[src/rtl/frontend_detect_ctrl.sv]
// frontend_detect_ctrl -- frontend plugin detection controller.
//
// Synchronizes the raw module ID pins and waits for the connector to settle.
// The ID is then sampled until NR_MATCH consecutive identical samples are seen.
// The confirmed ID is latched onto plugin_sel, and plugin IO is armed for two
// cycles before running. A plugin error, or an unplugged/unknown ID (all-zeros
// or all-ones), parks the block in a sticky FAULT state. rescan restarts the
// detection.
//
// Optional feature (macro FRONTEND_ID_WATCH_EN): hot-swap watch. When enabled,
// an ID that differs from plugin_sel for NR_MATCH consecutive cycles in RUN or
// FAULT restarts the detection.
//
// Ports:
//   clk, rst      : system clock and synchronous active-high reset
//   id_in         : raw module ID pins (asynchronous)
//   rescan        : single-cycle request to redo detection
//   plugin_error  : error flag from the selected plugin
//   plugin_sel    : latched ID selecting the plugin
//   plugin_en     : plugin IO enable (high only in RUN)
//   id_valid      : plugin_sel holds a confirmed ID
//   fault         : sticky fault flag
//   state_o       : FSM state (SETTLE=0 SAMPLE=1 ARM=2 RUN=3 FAULT=4)
module frontend_detect_ctrl #(
  parameter int ID_WIDTH      = 8,
  parameter int SETTLE_CYCLES = 1000,
  parameter int NR_MATCH      = 3
) (
  input  logic                clk,
  input  logic                rst,
  input  logic [ID_WIDTH-1:0] id_in,
  input  logic                rescan,
  input  logic                plugin_error,
  output logic [ID_WIDTH-1:0] plugin_sel,
  output logic                plugin_en,
  output logic                id_valid,
  output logic                fault,
  output logic [2:0]          state_o
);

  typedef enum logic [2:0] {
    SETTLE = 3'd0,
    SAMPLE = 3'd1,
    ARM    = 3'd2,
    RUN    = 3'd3,
    FAULT  = 3'd4
  } state_t;

  localparam logic [15:0] SETTLE_LAST = 16'(SETTLE_CYCLES - 1);
  localparam logic [3:0]  MATCH_N     = 4'(NR_MATCH);

  state_t              state_q, state_d;
  logic [ID_WIDTH-1:0] sync1_q, sync2_q;
  logic [ID_WIDTH-1:0] ref_q, ref_d, sel_q, sel_d;
  logic [1:0]          fill_q, fill_d;
  logic [15:0]         cnt_q, cnt_d;
  logic [3:0]          match_q, match_d;
  logic                arm_q, arm_d;
  logic                valid_q, valid_d, fault_q, fault_d, en_q;
  logic                id_bad;
`ifdef FRONTEND_ID_WATCH_EN
  logic [3:0]          wcnt_q, wcnt_d;
`endif

  assign id_bad = (sel_q == '0) || (sel_q == '1);

  always_comb begin
    state_d = state_q;
    ref_d   = ref_q;
    sel_d   = sel_q;
    cnt_d   = cnt_q;
    match_d = match_q;
    arm_d   = arm_q;
    valid_d = valid_q;
    fault_d = fault_q;
    // The synchronizer is cleared by reset, so its output is meaningless
    // until two edges have refilled it. Settling starts only after that.
    fill_d  = (fill_q == 2'd2) ? fill_q : fill_q + 2'd1;
`ifdef FRONTEND_ID_WATCH_EN
    wcnt_d  = '0;
`endif
    case (state_q)
      SETTLE: begin
        if (fill_q == 2'd2) begin
          if (cnt_q == SETTLE_LAST) begin
            cnt_d   = '0;
            ref_d   = sync2_q;
            match_d = 4'd1;
            state_d = SAMPLE;
          end else begin
            cnt_d = cnt_q + 16'd1;
          end
        end
      end
      SAMPLE: begin
        if (match_q >= MATCH_N) begin
          sel_d   = ref_q;
          valid_d = 1'b1;
          arm_d   = 1'b0;
          state_d = ARM;
        end else if (sync2_q == ref_q) begin
          match_d = match_q + 4'd1;
        end else begin
          cnt_d   = '0;
          state_d = SETTLE;
        end
      end
      ARM: begin
        if (!arm_q) begin
          arm_d = 1'b1;
        end else if (id_bad) begin
          fault_d = 1'b1;
          state_d = FAULT;
        end else begin
          state_d = RUN;
        end
      end
      RUN: begin
        if (plugin_error) begin
          fault_d = 1'b1;
          state_d = FAULT;
        end
      end
      FAULT: ;
      default: begin
        cnt_d   = '0;
        state_d = SETTLE;
      end
    endcase
`ifdef FRONTEND_ID_WATCH_EN
    if ((state_q == RUN || state_q == FAULT) && (sync2_q != sel_q)) begin
      if (({1'b0, wcnt_q} + 5'd1) >= 5'(NR_MATCH)) begin
        valid_d = 1'b0;
        cnt_d   = '0;
        state_d = SETTLE;
      end else begin
        wcnt_d = wcnt_q + 4'd1;
      end
    end
`endif
    // rescan beats every other transition (only rst is stronger)
    if (rescan) begin
      fault_d = 1'b0;
      valid_d = 1'b0;
      arm_d   = 1'b0;
      cnt_d   = '0;
      state_d = SETTLE;
`ifdef FRONTEND_ID_WATCH_EN
      wcnt_d  = '0;
`endif
    end
  end

  always_ff @(posedge clk) begin
    if (rst) begin
      state_q <= SETTLE;
      sync1_q <= '0;
      sync2_q <= '0;
      ref_q   <= '0;
      sel_q   <= '0;
      fill_q  <= '0;
      cnt_q   <= '0;
      match_q <= '0;
      arm_q   <= 1'b0;
      valid_q <= 1'b0;
      fault_q <= 1'b0;
      en_q    <= 1'b0;
`ifdef FRONTEND_ID_WATCH_EN
      wcnt_q  <= '0;
`endif
    end else begin
      state_q <= state_d;
      sync1_q <= id_in;
      sync2_q <= sync1_q;
      ref_q   <= ref_d;
      sel_q   <= sel_d;
      fill_q  <= fill_d;
      cnt_q   <= cnt_d;
      match_q <= match_d;
      arm_q   <= arm_d;
      valid_q <= valid_d;
      fault_q <= fault_d;
      // Registered from the next state, so plugin_en falls on the same edge
      // that leaves RUN.
      en_q    <= (state_d == RUN);
`ifdef FRONTEND_ID_WATCH_EN
      wcnt_q  <= wcnt_d;
`endif
    end
  end

  assign plugin_sel = sel_q;
  assign plugin_en  = en_q;
  assign id_valid   = valid_q;
  assign fault      = fault_q;
  assign state_o    = state_q;

endmodule

[config.mk]
export PLATFORM = sky130hd
export DESIGN_NAME = frontend_detect_ctrl
export DESIGN_NICKNAME = d
export VERILOG_FILES = /design/src/rtl/frontend_detect_ctrl.sv
export SDC_FILE = /design/constraint.sdc
export NUM_CORES = 1
export LEC_CHECK = 0
export CORE_ASPECT_RATIO = 0.6
export CORE_MARGIN = 2
export CORE_UTILIZATION = 30
export DETAILED_ROUTE_END_ITERATION = 8
export GPL_TIMING_DRIVEN = 0
export PLACE_DENSITY = 0.51
export SLEW_MARGIN = 20
export SYNTH_ARGS = -nofsm -noshare
export SYNTH_HDL_FRONTEND = slang
export SYNTH_SLANG_ARGS = --single-unit
[constraint.sdc]
create_clock -name clk -period 5.91 [get_ports clk]
set_input_delay 0.8865 -clock clk [delete_from_list [all_inputs] [get_ports clk]]
set_output_delay 0.8865 -clock clk [all_outputs]
set_load 0.03 [all_outputs]
* Word level (Yosys, flattened, before mapping)
Cells that the tools add are included.
** Storage, ports and cells
- Flip-flop bits (word level) :: 61
- Bits of input ports :: 12
- Logic and storage cells :: 74
- Output and inout port bits :: 14
** Operators by class
- Reduce and logical (&&, ||, !) cells :: 14
- Add/subtract/negate cells :: 3
- Bitwise operators :: 1
- Order comparisons :: 1
- Mux-type cells :: 25
- Equal/unequal tests :: 18
** Operators with widths (count)
- $mux W16 :: 4
- $pmux W16 S3 :: 1
- $mux W3 :: 8
- $ne A2 B2 Y1 const B :: 9
- $add A16 B1 Y16 const B :: 1
- $eq A16 B10 Y1 const B :: 1
- $mux W4 :: 4
- $pmux W3 S5 :: 1
- $eq A3 B2 Y1 const B :: 3
- $eq A8 B8 Y1 :: 1
- $eq A8 B8 Y1 const B :: 1
- $logic_not A8 Y1 :: 1
- $pmux W4 S2 :: 1
- $reduce_and A4 Y1 :: 2
- $reduce_bool A2 Y1 :: 3
- $reduce_and A5 Y1 :: 1
- $add A4 B1 Y4 const B :: 1
- $ge A4 B2 Y1 const B :: 1
- $mux W1 :: 4
- $pmux W1 S2 :: 2
- $reduce_and A2 Y1 :: 2
- $eq A3 B1 Y1 const B :: 1
- $eq A3 B3 Y1 const B :: 1
- $logic_not A3 Y1 :: 1
- 7 further kinds :: 7

* Longest topological paths before layout
Gate-level depths: netlist of run 1.
- Depth after elaboration :: 7
- Gate-level depth with buffers :: 8

* Least setup slack after synthesis of run 1
OpenSTA, ideal clock, no wires.
- Kind :: register to register
- Start :: reg state_q[0] (netlist: state_o[0])
- End :: reg cnt_q[1]
- Arrival :: 2.159 ns
- Data required time :: 5.778 ns
- Buffers on the path :: 3
- Stages on the path, launching flop included :: 8
- Slack :: 3.619 ns
- Setup time :: 0.132 ns
- Cell sequence :: dfxtp_1 clkbuf_1 nand2_1 nor3_1 buf_2 buf_2 nand4b_1 a21oi_1
** On the way
- Cells in the longest elaborated chain, start to end :: 4
** RTL lines
- from (decl) :: RTL line 52 : state_t state_q, state_d;
- from (signal assigned) :: RTL line 172 : state_q <= state_d;
- $eq A3 B2 Y1 or $eq A3 B3 Y1 (tied branches) :: RTL line 82 : case (state_q)
- $reduce_or A3 Y1 (no line)
- $not A1 Y1 (no line)
- $reduce_and A4 Y1 (no line)
- to (signal assigned) :: RTL line 178 : cnt_q <= cnt_d;
- to (decl) :: RTL line 56 : logic [15:0] cnt_q, cnt_d;
Several ways; a longest one is shown, not always the timed one.
A chain may end at the register's enable or synchronous reset.

* Worst setup path after layout of run 1
- Start :: reg match_q[0]
- End :: reg cnt_q[13]
** On the way
- Cells in the longest elaborated chain, start to end :: 3
** RTL lines
- from (decl) :: RTL line 57 : logic [3:0] match_q, match_d;
- from (signal assigned) :: RTL line 179 : match_q <= match_d;
- $ge A4 B2 Y1 :: RTL line 96 : if (match_q >= MATCH_N) begin
- $ne A2 B2 Y1 (no line)
- $reduce_and A4 Y1 (no line)
Every way passes these cells.

==> summary.txt, run 1 <==
Outcome
  – Status: finished, final reports clean

STA
  – Period utilisation layout: 0.442
  – Maximum clock rate: 0.383 GHz
  – Worst slew margin: 0.410
  – Setup TNS: 0 ns
  – Slew @ Worst Pin: 0.882 ns
  – Max Transition Viols Final: 0
  – Fin crit period: 2.61 ns
  – Final Hold Fails: 0
  – Final setup viols: 0
  – RSZ-0062 raised after global routing: false
  – Worst Clk Skew: 0.00647 ns

Job
  – Max Cap Viol: 0

Synth
  – Syn Std Cell Area: 0.00267 mm²
  – YS warnings: 0
  – Synth async-reset ratio: 0
  – Seq/Total Area, Yosys: 0.457
  – Synth unique cells: 49
  – Post-Syn Area per Cell: 9.14 µm²
  – Post-Syn Nets: 307
  – Cells after Synth: 292
  – Number of synthesized flops with an enable pin: 0
  – Yosys reg bits: 61
  – Most common flop cell mapped by yosys: dfxtp_1

Placed design
  – Placed Cells: 429
  – DP HPWL: 4750 µm
  – Number of port buffers: 25
  – Final GP Congestion: 0.832

Routing
  – Detail Route met3 WL: 378 µm
  – TritonRoute pass-1 iters: 5
  – DR WL met2: 2370 µm
  – Routed len/inst: 14.7 µm
  – # DRC: 0
  – M1 WL: 3760 µm
  – DR top layer: met4
  – Antenna viol nets, final: 0
  – Vias per cell: 5.10
  – Detailed-route via count: 2268
  – Routed WL: 6560 µm
  – DRT iter0 DRCs: 179

Worst setup path
  – Cell family with most CP delay: simple AND/OR/NAND/NOR gates
  – CP arrival: 2.86 ns
  – Critical path, cell by cell: ha_1, or3_1, a221o_1, buf_2, nor3_4, or3b_2, a21oi_1
  – Largest stage delay, worst path: 0.49 ns
  – Setup crit end kind: register
  – Worst path bufs/invs: 1
  – Worst Setup Start Kind: register
  – CP Data Required Time: 6.16 ns
  – Slowest stage cell, crit path: or3b_2
  – Critical path type: register to register
  – Max FO, Critical Path: 10

Clock network
  – Root cell of the clock tree: clkbuf_16
  – CTS tree: built
  – PostCTS Resize Cnt: 0
  – Setup bufs post-CTS: 0
  – CTS Hold Bufs: 0
  – Clk buf depth: 2
  – H-tree levels: 3
  – Clk sink count: 61
  – Number of buffers created by CTS: 9
  – Clk pin slew, worst setup/hold paths: 0.06 ns
  – Skew-Pair Late Insertion Delay: 0.33 ns

Die
  – Chip width: 126 µm
  – Die area: 0.00970 mm²
  – Num ports: 26
  – Row count: 26
  – Die H: 77.1 µm
  – Initial Utilization: 0.311
  – Core area: 0.00859 mm²

Global route
  – Pin count of the biggest net entering global routing: 13
  – Vias in the first global route: 2014
  – Antenna violations before repair: 0
  – GRT Total Usage: 0.145
  – First-pass GRT wire length: 10900 µm
  – GR Overflow Total: 0

Layout
  – Area grow syn2layout: 25.5%
  – ANT cells: 0
  – Most common cell after layout, fill and taps aside: dfxtp_1
  – Commonest cells after routing, fill and taps aside: dfxtp_1 (61), clkdlybuf4s50_1 (25), nor2_1 (24), a21oi_1 (24), nand2_1 (20)
  – Fill count: 878
  – Final net count: 343
  – Cell Count, Final, Fillers Out: 445
  – Layout cells sized above 1: 0.0931

Worst hold path
  – Worst hold-check path type: register to register

Power and ir drop
  – Worst vdd ir: 0.162 mV
  – Leakage: 1.07 nW
  – Cell area power density: 306 mW/mm²
==> worst register-to-register path, cell delays in order (launching register included) <==
cell,delay (ns)
dfxtp_1,0.32
ha_1,0.20
or3_1,0.38
a221o_1,0.41
buf_2,0.22
nor3_4,0.35
or3b_2,0.49
a21oi_1,0.16
==> flip-flops by register name, indices dropped and copies added (netlist names) <==
| signal | flops |
|---|---|
| arm_q | 1 |
| cnt_q | 16 |
| fault | 1 |
| fill_q | 2 |
| id_valid | 1 |
| match_q | 4 |
| plugin_en | 1 |
| plugin_sel | 8 |
| ref_q | 8 |
| state_o | 3 |
| sync1_q | 8 |
| sync2_q | 8 |
==> final timing paths <==
| check | from | end | slack, ns | cells past startpoint |
|---|---|---|---|---|
| max | match_q[0] | cnt_q[13] | 3.30 | 7 |
| min | sync1_q[3] | sync2_q[3] | 0.43 | 1 |
| max reg2reg | match_q[0] | cnt_q[13] | 3.30 | 7 |
| min reg2reg | sync1_q[3] | sync2_q[3] | 0.43 | 1 |
==> where the power goes <==
part | total (mW) | switching [mW] | internal, mW
registers | 0.432 | 0.00736 | 0.424
logic | 0.102 | 0.0651 | 0.0367
clock network | 0.491 | 0.194 | 0.297
total | 1.02 | 0.267 | 0.758
==> synth_stat cells (all sizes together) (3+ instances only) <==
library cell | number | area, µm²
a211o | 4 | 35.0
a21oi | 24 | 120
a32o | 4 | 40.0
and2 | 3 | 18.8
buf | 6 | 33.8
clkbuf | 9 | 33.8
dfxtp | 61 | 1220
ha | 3 | 37.5
inv | 4 | 15.0
mux2i | 9 | 90.1
nand2 | 20 | 75.1
nand3 | 7 | 35.0
nand3b | 4 | 30.0
nand4 | 9 | 56.3
nor2 | 24 | 90.1
nor2b | 17 | 106
nor3 | 10 | 61.3
o21ai | 16 | 80.1
o31ai | 8 | 73.8
or3 | 6 | 37.5
or4 | 8 | 63.8
xnor2 | 8 | 70.1
==> cell type report <==
class	instances	area, µm²	area share
Inverter	4	15.0	0.00448
Sequential cell	61	1220	0.364
Timing Repair Buffer	25	250	0.0747
Clock inverter	6	47.5	0.0142
Buffer	15	67.6	0.0202
Tap cell	112	140	0.0418
Clock buffer	10	239	0.0713
Multi-Input combinational cell	212	1370	0.409
==> per-layer routing <==
metal,GRT usage,vias to the layer above
met2,0.175,58
met5,0,-
met1,0.224,1055
li1,-,1153
met3,0.0579,2
met4,0.0429,0
==> cell families (layout without fill, tap and decap cells) <==
family,Yosys count,after routing,synth area share
compound gates,68,68,0.172
mux,9,9,0.0337
fa+ha+maj,3,3,0.0141
xor+xnor,9,9,0.0295
simple gates,123,123,0.262
buf+inv,19,60,0.0309
flops,61,61,0.457
==> stage by stage <==
step / util / setup WS [ns] / instance area, µm² / total power [mW] / hold WS (ns)
finish: 0.390 / 3.30 / 3350 / 1.02 / 0.432
global route: 0.390 / 3.13 / 3350 / 1.07 / 0.457
CTS: 0.390 / 3.33 / 3350 / 1.04 / 0.434
detailed placement: 0.357 / 3.28 / 3070 / 0.541 / 0.420
global placement: 0.356 / 2.90 / 3060 / 0.539 / 0.422
floorplan: - / 3.62 / 2670 / 0.506 / 0.414
No activity file was read; power rests on OpenSTA's default activity.
==> inputs of run 2 (changes only) <==
--- a/config.mk
+++ b/config.mk
@@ -10,7 +10,7 @@
 export CORE_UTILIZATION = 30
 export DETAILED_ROUTE_END_ITERATION = 8
 export GPL_TIMING_DRIVEN = 0
-export PLACE_DENSITY = 0.51
+export PLACE_DENSITY = 0.53
 export SLEW_MARGIN = 20
 export SYNTH_ARGS = -nofsm -noshare
 export SYNTH_HDL_FRONTEND = slang
==> constraint.sdc (replaced) <==
create_clock -name clk -period 2.1 [get_ports clk]
set_input_delay 0.315 -clock clk [delete_from_list [all_inputs] [get_ports clk]]
set_output_delay 0.315 -clock clk [all_outputs]
set_load 0.03 [all_outputs]
==> run 2 against run 1 <==
Compared with the run above:
- the flow now finishes with violations (negative setup slack)
- wire length grew 5.0%
- register-to-register slack lost 3.5 ns
- highest routed layer unchanged
- sequential share of layout area shrank 2.9 points
- worst setup slack lost 3.5 ns
- critical path type unchanged
- design area grew 9.3%
- via count grew 3.7%
- core utilization grew 3.6 points
- count of clock-buffer cells in the layout grew 2
- non-clock buffer count grew 14
==> summary.txt, run 2 (same netlist as run 1, synthesis figures left out) <==
Die
  – Core area: 0.00859 mm²
  – Num ports: 26
  – Initial Utilization: 0.311
  – Row count: 26
  – Die area: 0.00970 mm²
  – Chip width: 126 µm
  – Die H: 77.1 µm

Layout
  – Final net count: 357
  – Largest register FFs: 16
  – Area grow syn2layout: 37.3%
  – Layout cells sized above 1: 0.225
  – Most common cell after layout, fill and taps aside: dfxtp_1
  – Most flops, register: cnt_q
  – ANT cells: 0
  – Final Util: 0.427
  – Storage element area: 0.00123 mm²
  – Area of the multi-input gates: 0.00153 mm²
  – Design Area, Final: 0.00366 mm²
  – Cell Count, Final, Fillers Out: 458
  – Commonest cells after routing, fill and taps aside: dfxtp_1 (57), clkdlybuf4s50_1 (25), nor2_1 (21)
  – Fill count: 838

STA
  – Final setup viols: 13
  – Final Hold Fails: 0
  – Max Transition Viols Final: 0
  – Worst slew margin: 0.390
  – Hold Slack: 0.438 ns
  – Period utilisation layout: 1.07
  – Slew @ Worst Pin: 0.912 ns
  – Maximum clock rate: 0.444 GHz
  – Fin crit period: 2.25 ns
  – RSZ-0062 raised after global routing: true
  – Final worst setup slack: -0.153 ns
  – Worst Clk Skew: 0.00904 ns

Global route
  – GR Overflow Total: 0
  – Vias in the first global route: 2209
  – First-pass GRT wire length: 11300 µm
  – GRT Total Usage: 0.149
  – Pin count of the biggest net entering global routing: 11
  – Antenna violations before repair: 0

Worst hold path
  – Worst hold-check path type: register to register
  – Min-delay src: sync1_q[5]

Routing
  – TritonRoute pass-1 iters: 5
  – Vias per cell: 5.14
  – DRT iter0 DRCs: 133
  – Antenna viol nets, final: 0
  – Routed len/inst: 15.0 µm
  – # DRC: 0
  – Detailed-route via count: 2352
  – Routed WL: 6880 µm

Clock network
  – Skew-Pair Late Insertion Delay: 0.32 ns
  – Root cell of the clock tree: clkbuf_16
  – Clk buf depth: 2
  – CTS tree: built
  – CTS Hold Bufs: 0
  – Number of buffers created by CTS: 9
  – Clk pin slew, worst setup/hold paths: 0.05 ns
  – H-tree levels: 3
  – Clk sink count: 61

Worst setup path
  – CP arrival: 2.51 ns
  – Worst Setup Start Kind: register
  – Critical path, cell by cell: ha_4, or3_4, a221o_1, or4_4, or3_4, a21oi_2
  – Slowest stage cell, crit path: or4_4
  – Cell family with most CP delay: simple AND/OR/NAND/NOR gates
  – Top cell by count, worst path: or3_4
  – CP Data Required Time: 2.35 ns
  – Worst path bufs/invs: 0
  – Setup crit end kind: register
  – Max FO, Critical Path: 3
  – Reg2reg start: match_q[0]
  – CP Launch Point: match_q[0]
  – Largest stage delay, worst path: 0.49 ns
  – Critical path type: register to register

Placed design
  – Placed Cells: 429
  – Number of port buffers: 25
  – Post-place instance area: 0.00310 mm²
  – Final GP Congestion: 0.814
  – DP HPWL: 4750 µm

Power and ir drop
  – Worst vdd ir: 0.355 mV
  – Leakage: 1.21 nW
  – Cell area power density: 829 mW/mm²
  – Post-layout power: 3.04 mW

Outcome
  – Status: finished with violations
  – Failing checks: negative setup slack

Job
  – Max Cap Viol: 0
[run 2: cell types whose count changed in the layout (fill, tap and decap cells not counted), moves of 4 or more]
| cell | before | now |
|---|---|---|
| a21oi_2 | 0 | 9 |
| or4_1 | 7 | 3 |
| a21oi_1 | 24 | 15 |
| or4_4 | 1 | 5 |
| buf_4 | 0 | 11 |
| dfxtp_1 | 61 | 57 |
[run 2: area by class of cell]
type                            count  share of cell area
Clock buffer                       12              0.0727
Buffer                             15              0.0263
Multi-Input combinational cell    212               0.418
Inverter                            4             0.00410
Sequential cell                    61               0.335
Timing Repair Buffer               39               0.100
Clock inverter                      3             0.00546
Tap cell                          112              0.0382
[run 2: power breakdown]
part           total (mW)  internal, mW  switching [mW]  leakage, nW
sequential           1.21          1.19          0.0189        0.498
combinational       0.444         0.217           0.228        0.575
clock                1.38         0.885           0.497        0.137
total                3.04          2.30           0.744         1.21
[run 2: metrics by stage]
step                setup TNS [ns]  setup WS [ns]
finish                      -0.505         -0.153
detailed placement           -7.58         -0.428
global placement             -7.19         -0.423
CTS                         -0.185         -0.136
floorplan                  -0.0740        -0.0366
global route                 -1.65         -0.182
[run 2: worst paths after layout]
path | slack (ns) | cells after the start | end
hold reg to reg | 0.44 | 1 | sync2_q[5]
setup reg to reg | -0.15 | 6 | cnt_q[14]
hold / removal | 0.44 | 1 | sync2_q[5]
setup / recovery | -0.15 | 6 | cnt_q[14]
[run 2: layer usage]
layer  track usage  wire length, µm  part of all wire
met1         0.225             3680              0.53
met4        0.0516               87             0.013
met3        0.0509              443             0.064
met5             0                0                 0
met2         0.191             2670              0.39
[run 2: what timing repair did]
action,CTS,global route
endpoints found under the setup margin,30,38
hold endpoints to repair,0,0
gates cloned,1,0
pin swaps,5,14
setup buffers,8,5
resized for setup,13,30
==> inputs of run 3 (changes only) <==
--- a/config.mk
+++ b/config.mk
@@ -10,8 +10,8 @@
 export CORE_UTILIZATION = 30
 export DETAILED_ROUTE_END_ITERATION = 8
 export GPL_TIMING_DRIVEN = 0
-export PLACE_DENSITY = 0.53
-export SLEW_MARGIN = 20
+export PLACE_DENSITY = 0.48
+export SLEW_MARGIN = 10
 export SYNTH_ARGS = -nofsm -noshare
 export SYNTH_HDL_FRONTEND = slang
 export SYNTH_SLANG_ARGS = --single-unit
==> run 3 against run 2 <==
Compared with the run above:
- the flow still finishes with violations (negative setup slack)
- flip-flop and latch count stayed put
- worst setup slack better by 0.036 ns
- die area stayed put
- register-to-register slack better by 0.04 ns
- sequential power hardly changed
- sequential share of layout area is 1.5 points lower
- total power is 8.1% higher
- cell count is 2.4% higher
- wire length is 4.5% higher
- hold slack worse by 0.0033 ns
- combinational power is 28% higher
- clock power is 9% higher
==> summary.txt, run 3 (same netlist as run 1, synthesis figures left out) <==
Global route
  – GR Overflow Total: 0
  – First-pass GRT wire length: 11200 µm
  – Pin count of the biggest net entering global routing: 14
  – GRT Total Usage: 0.148
  – Antenna violations before repair: 0
  – Vias in the first global route: 2061

Die
  – Die H: 77.1 µm
  – Core area: 0.00859 mm²
  – Row count: 26
  – Num ports: 26
  – Die area: 0.00970 mm²
  – Initial Utilization: 0.311
  – Chip width: 126 µm

Placed design
  – Placed Cells: 429
  – DP HPWL: 4760 µm
  – Post-place instance area: 0.00310 mm²
  – Number of port buffers: 25
  – Final GP Congestion: 0.771

STA
  – RSZ-0062 raised after global routing: true
  – Maximum clock rate: 0.451 GHz
  – Final setup viols: 7
  – Worst Clk Skew: 0.00464 ns
  – Period utilisation layout: 1.06
  – Max Transition Viols Final: 0
  – Final Hold Fails: 0
  – Slew @ Worst Pin: 1.04 ns
  – Worst slew margin: 0.305
  – Setup TNS: -0.459 ns
  – Final worst setup slack: -0.117 ns
  – Fin crit period: 2.22 ns

Clock network
  – Clk pin slew, worst setup/hold paths: 0.06 ns
  – Clk sink count: 61
  – Root cell of the clock tree: clkbuf_16
  – CTS tree: built
  – Skew-Pair Late Insertion Delay: 0.33 ns
  – H-tree levels: 3
  – Number of buffers created by CTS: 9
  – CTS Hold Bufs: 0
  – Clk buf depth: 2

Layout
  – Design Area, Final: 0.00385 mm²
  – Commonest cells after routing, fill and taps aside: dfxtp_1 (53), clkdlybuf4s50_1 (25), nor2_1 (21)
  – Cell Count, Final, Fillers Out: 469
  – Area of the multi-input gates: 0.00158 mm²
  – Final Util: 0.448
  – Most common cell after layout, fill and taps aside: dfxtp_1
  – Final net count: 367
  – Most flops, register: cnt_q
  – Layout cells sized above 1: 0.263
  – Fill count: 832
  – Storage element area: 0.00123 mm²
  – ANT cells: 0
  – Largest register FFs: 16
  – Area grow syn2layout: 44.2%

Worst setup path
  – Critical path, cell by cell: ha_4, or3_4, a221o_1, or4_4, or3_4, a21oi_2
  – Max FO, Critical Path: 2
  – CP arrival: 2.48 ns
  – Slowest stage cell, crit path: or4_4
  – Flop2flop setup slack: -0.12 ns
  – Setup crit end kind: register
  – Largest stage delay, worst path: 0.50 ns
  – R2R cell count: 6
  – RR Endpoint: cnt_q[14]
  – CP Data Required Time: 2.37 ns
  – Critical path type: register to register
  – Worst Setup Start Kind: register
  – Top cell by count, worst path: or3_4
  – Reg2reg start: match_q[0]

Power and ir drop
  – Comb pwr share: 0.174
  – Cell area power density: 853 mW/mm²
  – Net Sw Frac: 0.260
  – Internal power: 2.43 mW
  – Worst vdd ir: 0.394 mV
  – Part of the power in registers: 0.369
  – Clock Power Share: 0.457
  – Switching power: 0.854 mW
  – Leakage: 1.30 nW

Routing
  – DRT iter0 DRCs: 227
  – Detailed-route via count: 2398
  – # DRC: 0
  – Routed WL: 7200 µm
  – Antenna viol nets, final: 0
  – TritonRoute pass-1 iters: 4
  – Vias per cell: 5.11
  – Routed len/inst: 15.3 µm

Worst hold path
  – Hold Crit Depth: 1
  – Worst hold-check path type: register to register
  – Hold Path Sink: sync2_q[3]
  – Min-delay src: sync1_q[3]

Job
  – Max Cap Viol: 0

Outcome
  – Failing checks: negative setup slack
  – Status: finished with violations
==> run 3: cell types whose count changed in the layout (fill, tap and decap cells not counted), sizes merged <==
cell and change:
buf +10, bufinv +1, clkbuf -3, clkinv -1, inv +4
==> run 3: critical path, delay by kind of cell, from the launching register on <==
kind,cells,cell delay [ns]
and+or+nand+nor,3,1.17
AOI/OAI and AO/OA,2,0.51
DFF,1,0.33
adders and majority gates,1,0.15
==> run 3: layout make-up <==
class | count | area share
flip-flops and latches | 61 | 0.320
plain buffers | 15 | 0.0250
clock inverters | 7 | 0.0208
inverters | 4 | 0.00390
clock buffers | 9 | 0.0585
repair buffers | 49 | 0.125
well taps | 112 | 0.0364
multi-input cells | 212 | 0.409
==> run 3: routing by layer <==
metal | routed length, µm | up-vias | track usage
li1 | - | 1199 | -
met1 | 3930 | 1133 | 0.238
met2 | 2810 | 61 | 0.179
met3 | 410 | 5 | 0.0551
met4 | 43 | 0 | 0.0330
met5 | 0 | - | 0
==> run 3: metrics by stage <==
step           hold slack [ns]  power [mW]  setup WS (ns)
6_report                 0.434        3.28         -0.117
5_1_grt                  0.451        3.42         -0.184
4_1_cts                  0.435        3.11         -0.103
3_5_place_dp             0.421        1.54         -0.402
3_3_place_gp             0.421        1.53         -0.440
2_1_floorplan            0.414        1.44        -0.0366
==> run 3: worst max-delay path by stage <==
stage	startpoint	to	slack (ns)	cells past startpoint
after global routing	match_q[0]	cnt_q[14]	-0.18	6
final	match_q[0]	cnt_q[14]	-0.12	6
after floorplan	match_q[0]	cnt_q[14]	-0.04	6
after CTS	match_q[0]	cnt_q[14]	-0.10	6
after global placement	state_o[1]	cnt_q[1]	-0.44	8
after detailed placement	state_o[1]	cnt_q[1]	-0.40	8
==> run 3: power groups by stage <==
| stage | logic, mW | registers [mW] | clock network [mW] |
|---|---|---|---|
| CTS | 0.366 | 1.21 | 1.53 |
| floorplan | 0.207 | 1.23 | 0 |
| finish | 0.570 | 1.21 | 1.50 |
| global route | 0.610 | 1.22 | 1.59 |
| detailed placement | 0.302 | 1.24 | 0 |
| global placement | 0.295 | 1.24 | 0 |
==> run 3: repair_timing <==
action,4_1_cts,5_1_grt
buffers inserted,11,13
hold endpoints to repair,0,0
endpoints found under the setup margin,30,36
gates cloned,1,1
pin swaps,8,31
resized for setup,13,47
